<file path="config.mk">
export PLATFORM = sky130hd
export DESIGN_NAME = multicycle_control_flat
export DESIGN_NICKNAME = d
export VERILOG_FILES = /design/src/rtl/multicycle_control_if.sv /design/src/rtl/multicycle_control.sv /design/src/flat_wrapper.sv
export SDC_FILE = /design/constraint.sdc
export NUM_CORES = 1
export LEC_CHECK = 0
export ABC_AREA = 1
export BUFFER_PORTS_ARGS = -buffer_cell sky130_fd_sc_hd__buf_2
export CAP_MARGIN = 15
export CORE_AREA = 2 2 52 49
export CTS_CLUSTER_DIAMETER = 50
export DETAILED_ROUTE_END_ITERATION = 7
export DIE_AREA = 0 0 54 51
export PLACE_DENSITY = 0.82
export SETUP_SLACK_MARGIN = 0.1
export SLEW_MARGIN = 20
export SYNTH_ARGS = -nofsm -noshare
export SYNTH_HDL_FRONTEND = slang
export SYNTH_SLANG_ARGS = --single-unit
</file>
<file path="constraint.sdc">
create_clock -name clk -period 4.1 [get_ports clk]
set_input_delay 0.41 -clock clk [delete_from_list [all_inputs] [get_ports clk]]
set_output_delay 0.41 -clock clk [all_outputs]
set_load 0.005 [all_outputs]
</file>
<file path="src/rtl/multicycle_control_if.sv">
// Shared instruction/data memory port between the multi-cycle sequencer and memory.
// The controller drives the request side; memory answers with mem_ready.
interface multicycle_control_if;
   logic mem_req;
   logic mem_we;
   logic mem_ready;

   modport master (output mem_req, output mem_we, input mem_ready);
   modport slave  (input mem_req, input mem_we, output mem_ready);
endinterface

</file>
<file path="src/rtl/multicycle_control.sv">
// Multi-cycle RV32I-subset sequencer: steps each instruction through
// FETCH/DECODE/EXEC/MEM/WB over one memory port and drives datapath controls per state.
module multicycle_control #(
   parameter int MEM_TIMEOUT = 15
) (
   input  logic                        clk,
   input  logic                        rst_n,
   multicycle_control_if.master        bus,
   input  logic [31:0]                 instr,
   output logic                        ir_write,
   output logic                        pc_write,
   output logic                        alu_src,
   output logic                        mem_to_reg,
   output logic                        reg_write,
   output logic                        branch,
   output logic [1:0]                  alu_op,
   output logic                        jump,
   output logic                        jump_r,
   output logic                        retire,
   output logic                        illegal,
   output logic                        bus_err,
   output logic [2:0]                  state
);

   localparam int CW = (MEM_TIMEOUT < 2) ? 1 : $clog2(MEM_TIMEOUT + 1);
   localparam logic [CW-1:0] LAST_WAIT = CW'(MEM_TIMEOUT - 1);

   localparam logic [6:0] OPC_R    = 7'b0110011;
   localparam logic [6:0] OPC_I    = 7'b0010011;
   localparam logic [6:0] OPC_B    = 7'b1100011;
   localparam logic [6:0] OPC_JAL  = 7'b1101111;
   localparam logic [6:0] OPC_JALR = 7'b1100111;
   localparam logic [6:0] OPC_LW   = 7'b0000011;
   localparam logic [6:0] OPC_SW   = 7'b0100011;

   typedef enum logic [2:0] {
      IDLE   = 3'd0,
      FETCH  = 3'd1,
      DECODE = 3'd2,
      EXEC   = 3'd3,
      MEM    = 3'd4,
      WB     = 3'd5,
      HALT   = 3'd6
   } state_t;

   state_t        state_q, state_n;
   logic [6:0]    opcode_q;
   logic [CW-1:0] wait_cnt;
   logic          legal;
   logic          timeout;
   logic          unused_instr;

   assign unused_instr = ^instr[31:7];
   assign state        = state_q;
   assign timeout      = (wait_cnt == LAST_WAIT);

   // The illegal pulse must appear in DECODE itself, before opcode_q is loaded,
   // so legality is the one decision taken from the live IR opcode.
   assign legal = instr[6:0] inside {OPC_R, OPC_I, OPC_B, OPC_JAL, OPC_JALR, OPC_LW, OPC_SW};

   // NOTE: sequential state uses non-blocking assignments so every register
   // samples the pre-edge values, independent of statement order.
   always_ff @(posedge clk or negedge rst_n) begin
      if (!rst_n) begin
         state_q  <= IDLE;
         opcode_q <= '0;
         wait_cnt <= '0;
      end else begin
         state_q <= state_n;
         if (state_q == DECODE)
            opcode_q <= instr[6:0];
         if (state_n != state_q)
            wait_cnt <= '0;
         else if ((state_q == FETCH || state_q == MEM) && !bus.mem_ready)
            wait_cnt <= wait_cnt + 1'b1;
      end
   end

   // NOTE: every output and state_n gets a default first, so no path through
   // the case statement can infer a latch.
   always_comb begin
      state_n     = state_q;
      bus.mem_req = 1'b0;
      bus.mem_we  = 1'b0;
      ir_write    = 1'b0;
      pc_write    = 1'b0;
      alu_src     = 1'b0;
      mem_to_reg  = 1'b0;
      reg_write   = 1'b0;
      branch      = 1'b0;
      alu_op      = 2'b00;
      jump        = 1'b0;
      jump_r      = 1'b0;
      retire      = 1'b0;
      illegal     = 1'b0;
      bus_err     = 1'b0;

      case (state_q)
         IDLE: state_n = FETCH;
         FETCH: begin
            bus.mem_req = 1'b1;
            if (bus.mem_ready) begin
               ir_write = 1'b1;
               state_n  = DECODE;
            end else if (timeout) begin
               bus_err = 1'b1;
               state_n = HALT;
            end
         end
         DECODE: begin
            if (legal) begin
               state_n = EXEC;
            end else begin
               illegal  = 1'b1;
               pc_write = 1'b1;
               state_n  = FETCH;
            end
         end
         EXEC: begin
            case (opcode_q)
               OPC_R: begin
                  alu_op  = 2'b10;
                  state_n = WB;
               end
               OPC_I: begin
                  alu_src = 1'b1;
                  alu_op  = 2'b11;
                  state_n = WB;
               end
               OPC_B: begin
                  alu_op   = 2'b01;
                  branch   = 1'b1;
                  pc_write = 1'b1;
                  retire   = 1'b1;
                  state_n  = FETCH;
               end
               OPC_JAL: begin
                  jump    = 1'b1;
                  state_n = WB;
               end
               OPC_JALR: begin
                  alu_src = 1'b1;
                  jump_r  = 1'b1;
                  state_n = WB;
               end
               OPC_LW, OPC_SW: begin
                  alu_src = 1'b1;
                  state_n = MEM;
               end
               default: state_n = FETCH;
            endcase
         end
         MEM: begin
            bus.mem_req = 1'b1;
            bus.mem_we  = (opcode_q == OPC_SW);
            alu_src     = 1'b1;
            if (bus.mem_ready) begin
               if (opcode_q == OPC_SW) begin
                  pc_write = 1'b1;
                  retire   = 1'b1;
                  state_n  = FETCH;
               end else begin
                  state_n = WB;
               end
            end else if (timeout) begin
               bus_err = 1'b1;
               state_n = HALT;
            end
         end
         WB: begin
            reg_write  = 1'b1;
            pc_write   = 1'b1;
            retire     = 1'b1;
            mem_to_reg = (opcode_q == OPC_LW);
            jump       = (opcode_q == OPC_JAL);
            jump_r     = (opcode_q == OPC_JALR);
            alu_src    = (opcode_q == OPC_I);
            state_n    = FETCH;
         end
         HALT: state_n = HALT;
         default: state_n = IDLE;
      endcase
   end

endmodule
</file>
<file path="src/flat_wrapper.sv">
// flat-port wrapper written by rule: the top's interface ports become plain ports
module multicycle_control_flat 
#(
   parameter int MEM_TIMEOUT = 15
)
  (clk, rst_n, instr, ir_write, pc_write, alu_src, mem_to_reg, reg_write, branch, alu_op, jump, jump_r, retire, illegal, bus_err, state, bus_mem_req, bus_mem_we, bus_mem_ready);
  multicycle_control_if bus_i ();
  input  logic clk;
  input  logic rst_n;
  input  logic [31:0] instr;
  output logic ir_write;
  output logic pc_write;
  output logic alu_src;
  output logic mem_to_reg;
  output logic reg_write;
  output logic branch;
  output logic [1:0] alu_op;
  output logic jump;
  output logic jump_r;
  output logic retire;
  output logic illegal;
  output logic bus_err;
  output logic [2:0] state;
  output wire logic [$bits(bus_i.mem_req)-1:0] bus_mem_req;
  output wire logic [$bits(bus_i.mem_we)-1:0] bus_mem_we;
  input wire logic [$bits(bus_i.mem_ready)-1:0] bus_mem_ready;
  assign bus_mem_req = bus_i.mem_req;
  assign bus_mem_we = bus_i.mem_we;
  assign bus_i.mem_ready = bus_mem_ready;
  multicycle_control #(.MEM_TIMEOUT(MEM_TIMEOUT)) u_core (.clk(clk), .rst_n(rst_n), .bus(bus_i), .instr(instr), .ir_write(ir_write), .pc_write(pc_write), .alu_src(alu_src), .mem_to_reg(mem_to_reg), .reg_write(reg_write), .branch(branch), .alu_op(alu_op), .jump(jump), .jump_r(jump_r), .retire(retire), .illegal(illegal), .bus_err(bus_err), .state(state));
endmodule
</file>
# Yosys cells after proc, flatten, opt, wreduce, memory -nomap -nowiden
# Cells that the tools add are included.
[classes] n_eq_ne=22 n_reduce_logical=11 mux=34 add_sub_neg=1
[op_table] operator="$eq A7 B7 Y1 const B" count=6
[op_table] operator="$eq A7 B6 Y1 const B" count=4
[op_table] operator="$mux W1" count=18
[op_table] operator="$pmux W3 S6" count=1
[op_table] operator="$eq A7 B2 Y1 const B" count=2
[op_table] operator="$eq A7 B5 Y1 const B" count=2
[op_table] operator="$mux W3" count=4
[op_table] operator="$eq A3 B3 Y1 const B" count=3
[op_table] operator="$mux W4" count=2
[op_table] operator="$reduce_or A4 Y1" count=2
[op_table] operator="$reduce_bool A7 Y1" count=1
[op_table] operator="$eq A3 B2 Y1 const B" count=2
[op_table] operator="$pmux W1 S3" count=2
[op_table] operator="$pmux W2 S3" count=1
[op_table] operator="$pmux W3 S2" count=1
[op_table] operator="$reduce_or A2 Y1" count=3
[op_table] operator="$add A4 B1 Y4 const B" count=1
[op_table] operator="$eq A4 B4 Y1 const B" count=1
[op_table] operator="$mux W2" count=2
[op_table] operator="$pmux W1 S2" count=2
[op_table] operator="$pmux W1 S4" count=1
[op_table] operator="$eq A3 B1 Y1 const B" count=1
[op_table] operator="$logic_not A3 Y1" count=1
[op_table] operator="$ne A3 B3 Y1" count=1
[op_table] operator="other kinds (4)" count=4
[word_totals] out_inout_bits=18 reg_bits=14 in_bits=35

# Logic depth before layout (Yosys ltp)
[logic_depth] ltp_word=6 mapped_depth=10

# Worst setup path after synthesis
# No wires, ideal clock.
[synth_path] kind="flip-flop to output port" start="reg u_core.state_q[0], in the netlist u_core.state[0]" end="out bus_err" t_arrival_ns=1.114 required_time_ns=3.690 n_path_buf=1 path_stages_with_launch=7 slack_ns=2.576 cell_sequence="dfrtp_1 -> buf_6 -> nor2_2 -> nand2_2 -> a21oi_4 -> inv_1 -> nor2_1"
[synth_via] elab_chain_len=3 elab_cells_between_ends=4 classes_between="eq/ne: 2; mux: 1; reduce/logical: 1"
[synth_lines] element="start: declaration" line="multicycle_control.sv:46" text="state_t state_q, state_n;"
[synth_lines] element="start signal: assignment" line="multicycle_control.sv:69" text="state_q <= state_n;"
[synth_lines] element="$eq A3 B3 Y1 / $eq A3 B1 Y1 (equally long branches)" line="multicycle_control.sv:98" text="case (state_q)"
[synth_lines] element="$reduce_or A2 Y1 (no line) *"
[synth_lines] element="$mux W1 *"
[synth_lines] element="end: declaration" line="flat_wrapper.sv:22" text="output logic bus_err;"
# Every way passes the cells marked *; elsewhere a longest branch is shown, timed or not.

# Worst setup path in the final report
[layout_path] start="reg u_core.state_q[0], in the netlist u_core.state[0]" end="out pc_write"
[layout_via] elab_chain_len=2 elab_cells_between_ends=5 classes_between="eq/ne: 4; mux: 1"
[layout_lines] element="$eq A3 B3 Y1 / $eq A3 B2 Y1 (equally long branches)" line="multicycle_control.sv:98"
[layout_lines] element="$pmux W1 S4 *" line="multicycle_control.sv:98"
[layout_lines] element="end: declaration" line="flat_wrapper.sv:12" text="output logic pc_write;"
# Marks and branches as above.

==> metrics.txt <==
pin count of the biggest net entering global routing=15; Max Fclk=436 MHz; final WL=2160 um; crit start category=register; filler cell count=239; Mapped Cells=150; deepest clock path buffer count=2; skew final=1.72 ps; first-pass GRT wire length=3890 um; Via-to-Cell Ratio=4.97; Post-Synthesis Cell Area=1020 um2; post-route antenna net violation count=0; WL met2=1000 um; initial antenna violation count=0; syn nets=187; Core Region=2300 um2; number of synthesized flops with an enable pin=0; cts repair resizes=0; WS Path Type=reg -> out; root buf cell=clkbuf_4; CTS tree=done; max incr delay on CP=520 ps; DR pass1 iterations=4; critical path required time=3690 ps; Yosys cell types=23; met3 WL=124 um; RePlAce Congestion=0.820; Fin. Hold Viols=0; Max VDD drop=220 uV; io pins=53; clk_lat worst skew=280 ps; Starting Density=44.2%; total clock sinks=14; status=finished, final reports clean; First DRT Iteration DRCs=24; HP Class=in -> async; Slew @ Worst Pin=437 ps; ys flop type=dfrtp_1; std cell rows=17; Worst-path clk slew=90 ps; post-CTS setup buffer count=0; Synth warnings=0; total die area=2750 um2; total grt overflow=0; commonest non-fill, non-tap cell in the layout=nand2_1; number of port buffers=27; static leakage=0.693 nW; H-tree levels=1; vias in the first global route=912; hold buffers post-CTS=0; # nets final=216; setup_tns=0 ps; Area Overhead vs Synth=17.4%; slowest stage cell, crit path=dfrtp_1; critical path cell sequence=nor2_1 > inv_1 > nor2_2 > nand2_1 > nand3_1 > buf_2; most frequent cells in the layout=nand2_1 (41), buf_2 (27), inv_1 (24); crit path DAT=1880 ps; CP max FO=13; Die X=54 um; Synth top area share=34.5%; metal1 wirelength=1010 um; max layer used=met4; Period minus WS final=2290 ps; Yosys top cell by area=dfrtp_1; endpoints failing setup=0; Overall Global Routing Usage=19.2%; DR vias=1,023; Core Util, Final=51.9%; DRC errors left=0; Die Span Y=51 um; DR WL/cell=10.5 um; Post-Syn Area per Cell=6.77 um2; final slew viol count=0; Max-slew headroom=70.8%; pwr/cell area=542 nW/um2; Design Power=0.000646 W; maxcap violations=0; top cells by area, synth=dfrtp_1 (34%), nand2_1 (15%), inv_1 (8.9%); register bit count reported by yosys=14; async set or reset register ratio after synthesis=100%; Final HPWL DP=1800 um; antenna cells=0; Num CTS Buffers=3; RSZ-0062 raised after global routing=no; worst reg-to-reg path cell count=6; sequential fraction of the synthesis area=34.5%; layout cells sized above 1=22.5%; endpoint class of the critical path=output pin; fin crit share=56.0%
state kept, by name, indices dropped and copies added, names as in the netlist:
| signal | count |
|---|---|
| u_core.opcode_q | 7 |
| u_core.wait_cnt | 4 |
| u_core.state | 3 |
path summary, 6_finish.rpt:
| path | endpoint | slack [ps] | start |
|---|---|---|---|
| worst max-delay path | pc_write | 1810 | u_core.state[0] |
| worst min-delay path | u_core.opcode_q[4] | 5 | rst_n |
| worst max register to register | u_core.opcode_q[0] | 2520 | u_core.state[0] |
| worst min register to register | u_core.opcode_q[0] | 490 | u_core.opcode_q[0] |
| max in group asynchronous | u_core.state[1] | 3850 | rst_n |
| min in group clk | u_core.opcode_q[0] | 330 | instr[0] |
layer usage:
layer | global-route usage (%) | vias up
met3 | 3.51 | 4
met5 | 0 | -
met1 | 24.9 | 455
li1 | - | 533
met2 | 31.9 | 31
met4 | 6.25 | 0
cell type report:
cell class	instances	area (um2)	share of cell area, %
inverters	25	93.8	7.87
flip-flops and latches	14	350	29.4
repair buffers	27	135	11.3
clock buffers	4	36.3	3.04
well taps	28	35.0	2.94
multi-input cells	108	542	45.4
stage by stage:
| stage | hold WS (ps) | setup WS, ps | area, um2 | instances |
|---|---|---|---|---|
| floorplan | 114 | 2580 | 1020 | 150 |
| finish | 5.41 | 1810 | 1190 | 206 |
| CTS | 14.3 | 1790 | 1190 | 206 |
| detailed placement | 327 | 2110 | 1160 | 202 |
| global placement | 322 | 2130 | 1160 | 202 |
| global route | 13.0 | 1590 | 1190 | 206 |
power by group:
part | internal (W) | switching (W) | leakage (nW)
registers | 0.000187 | 0.0000537 | 0.179
clock network | 0.0000541 | 0.0000496 | 0.0210
logic | 0.000111 | 0.000191 | 0.493
cell families after synthesis:
group	share of synthesized area, %
xor gates and xnor gates	2.59
buffers and inverters	12.2
and+or+nand+nor	39.5
AOI/OAI and AO/OA	8.74
DFF	34.5
adders and majority gates	2.46
cell usage after synthesis (3+ instances only):
master and number:
nand4_1 5, dfrtp_1 14, nor2_2 3, inv_1 24, a21oi_1 3, xor2_1 3, nor2_1 19, nand3_1 13
nand2_1 41, o21ai_0 7
worst max-delay path: cells and delay by family (launching register included):
| kind | cells | cell delay (ps) |
|---|---|---|
| and+or+nand+nor | 4 | 880 |
| DFF | 1 | 520 |
| buffers and inverters | 2 | 190 |
No activity file was read; power rests on OpenSTA's default activity.
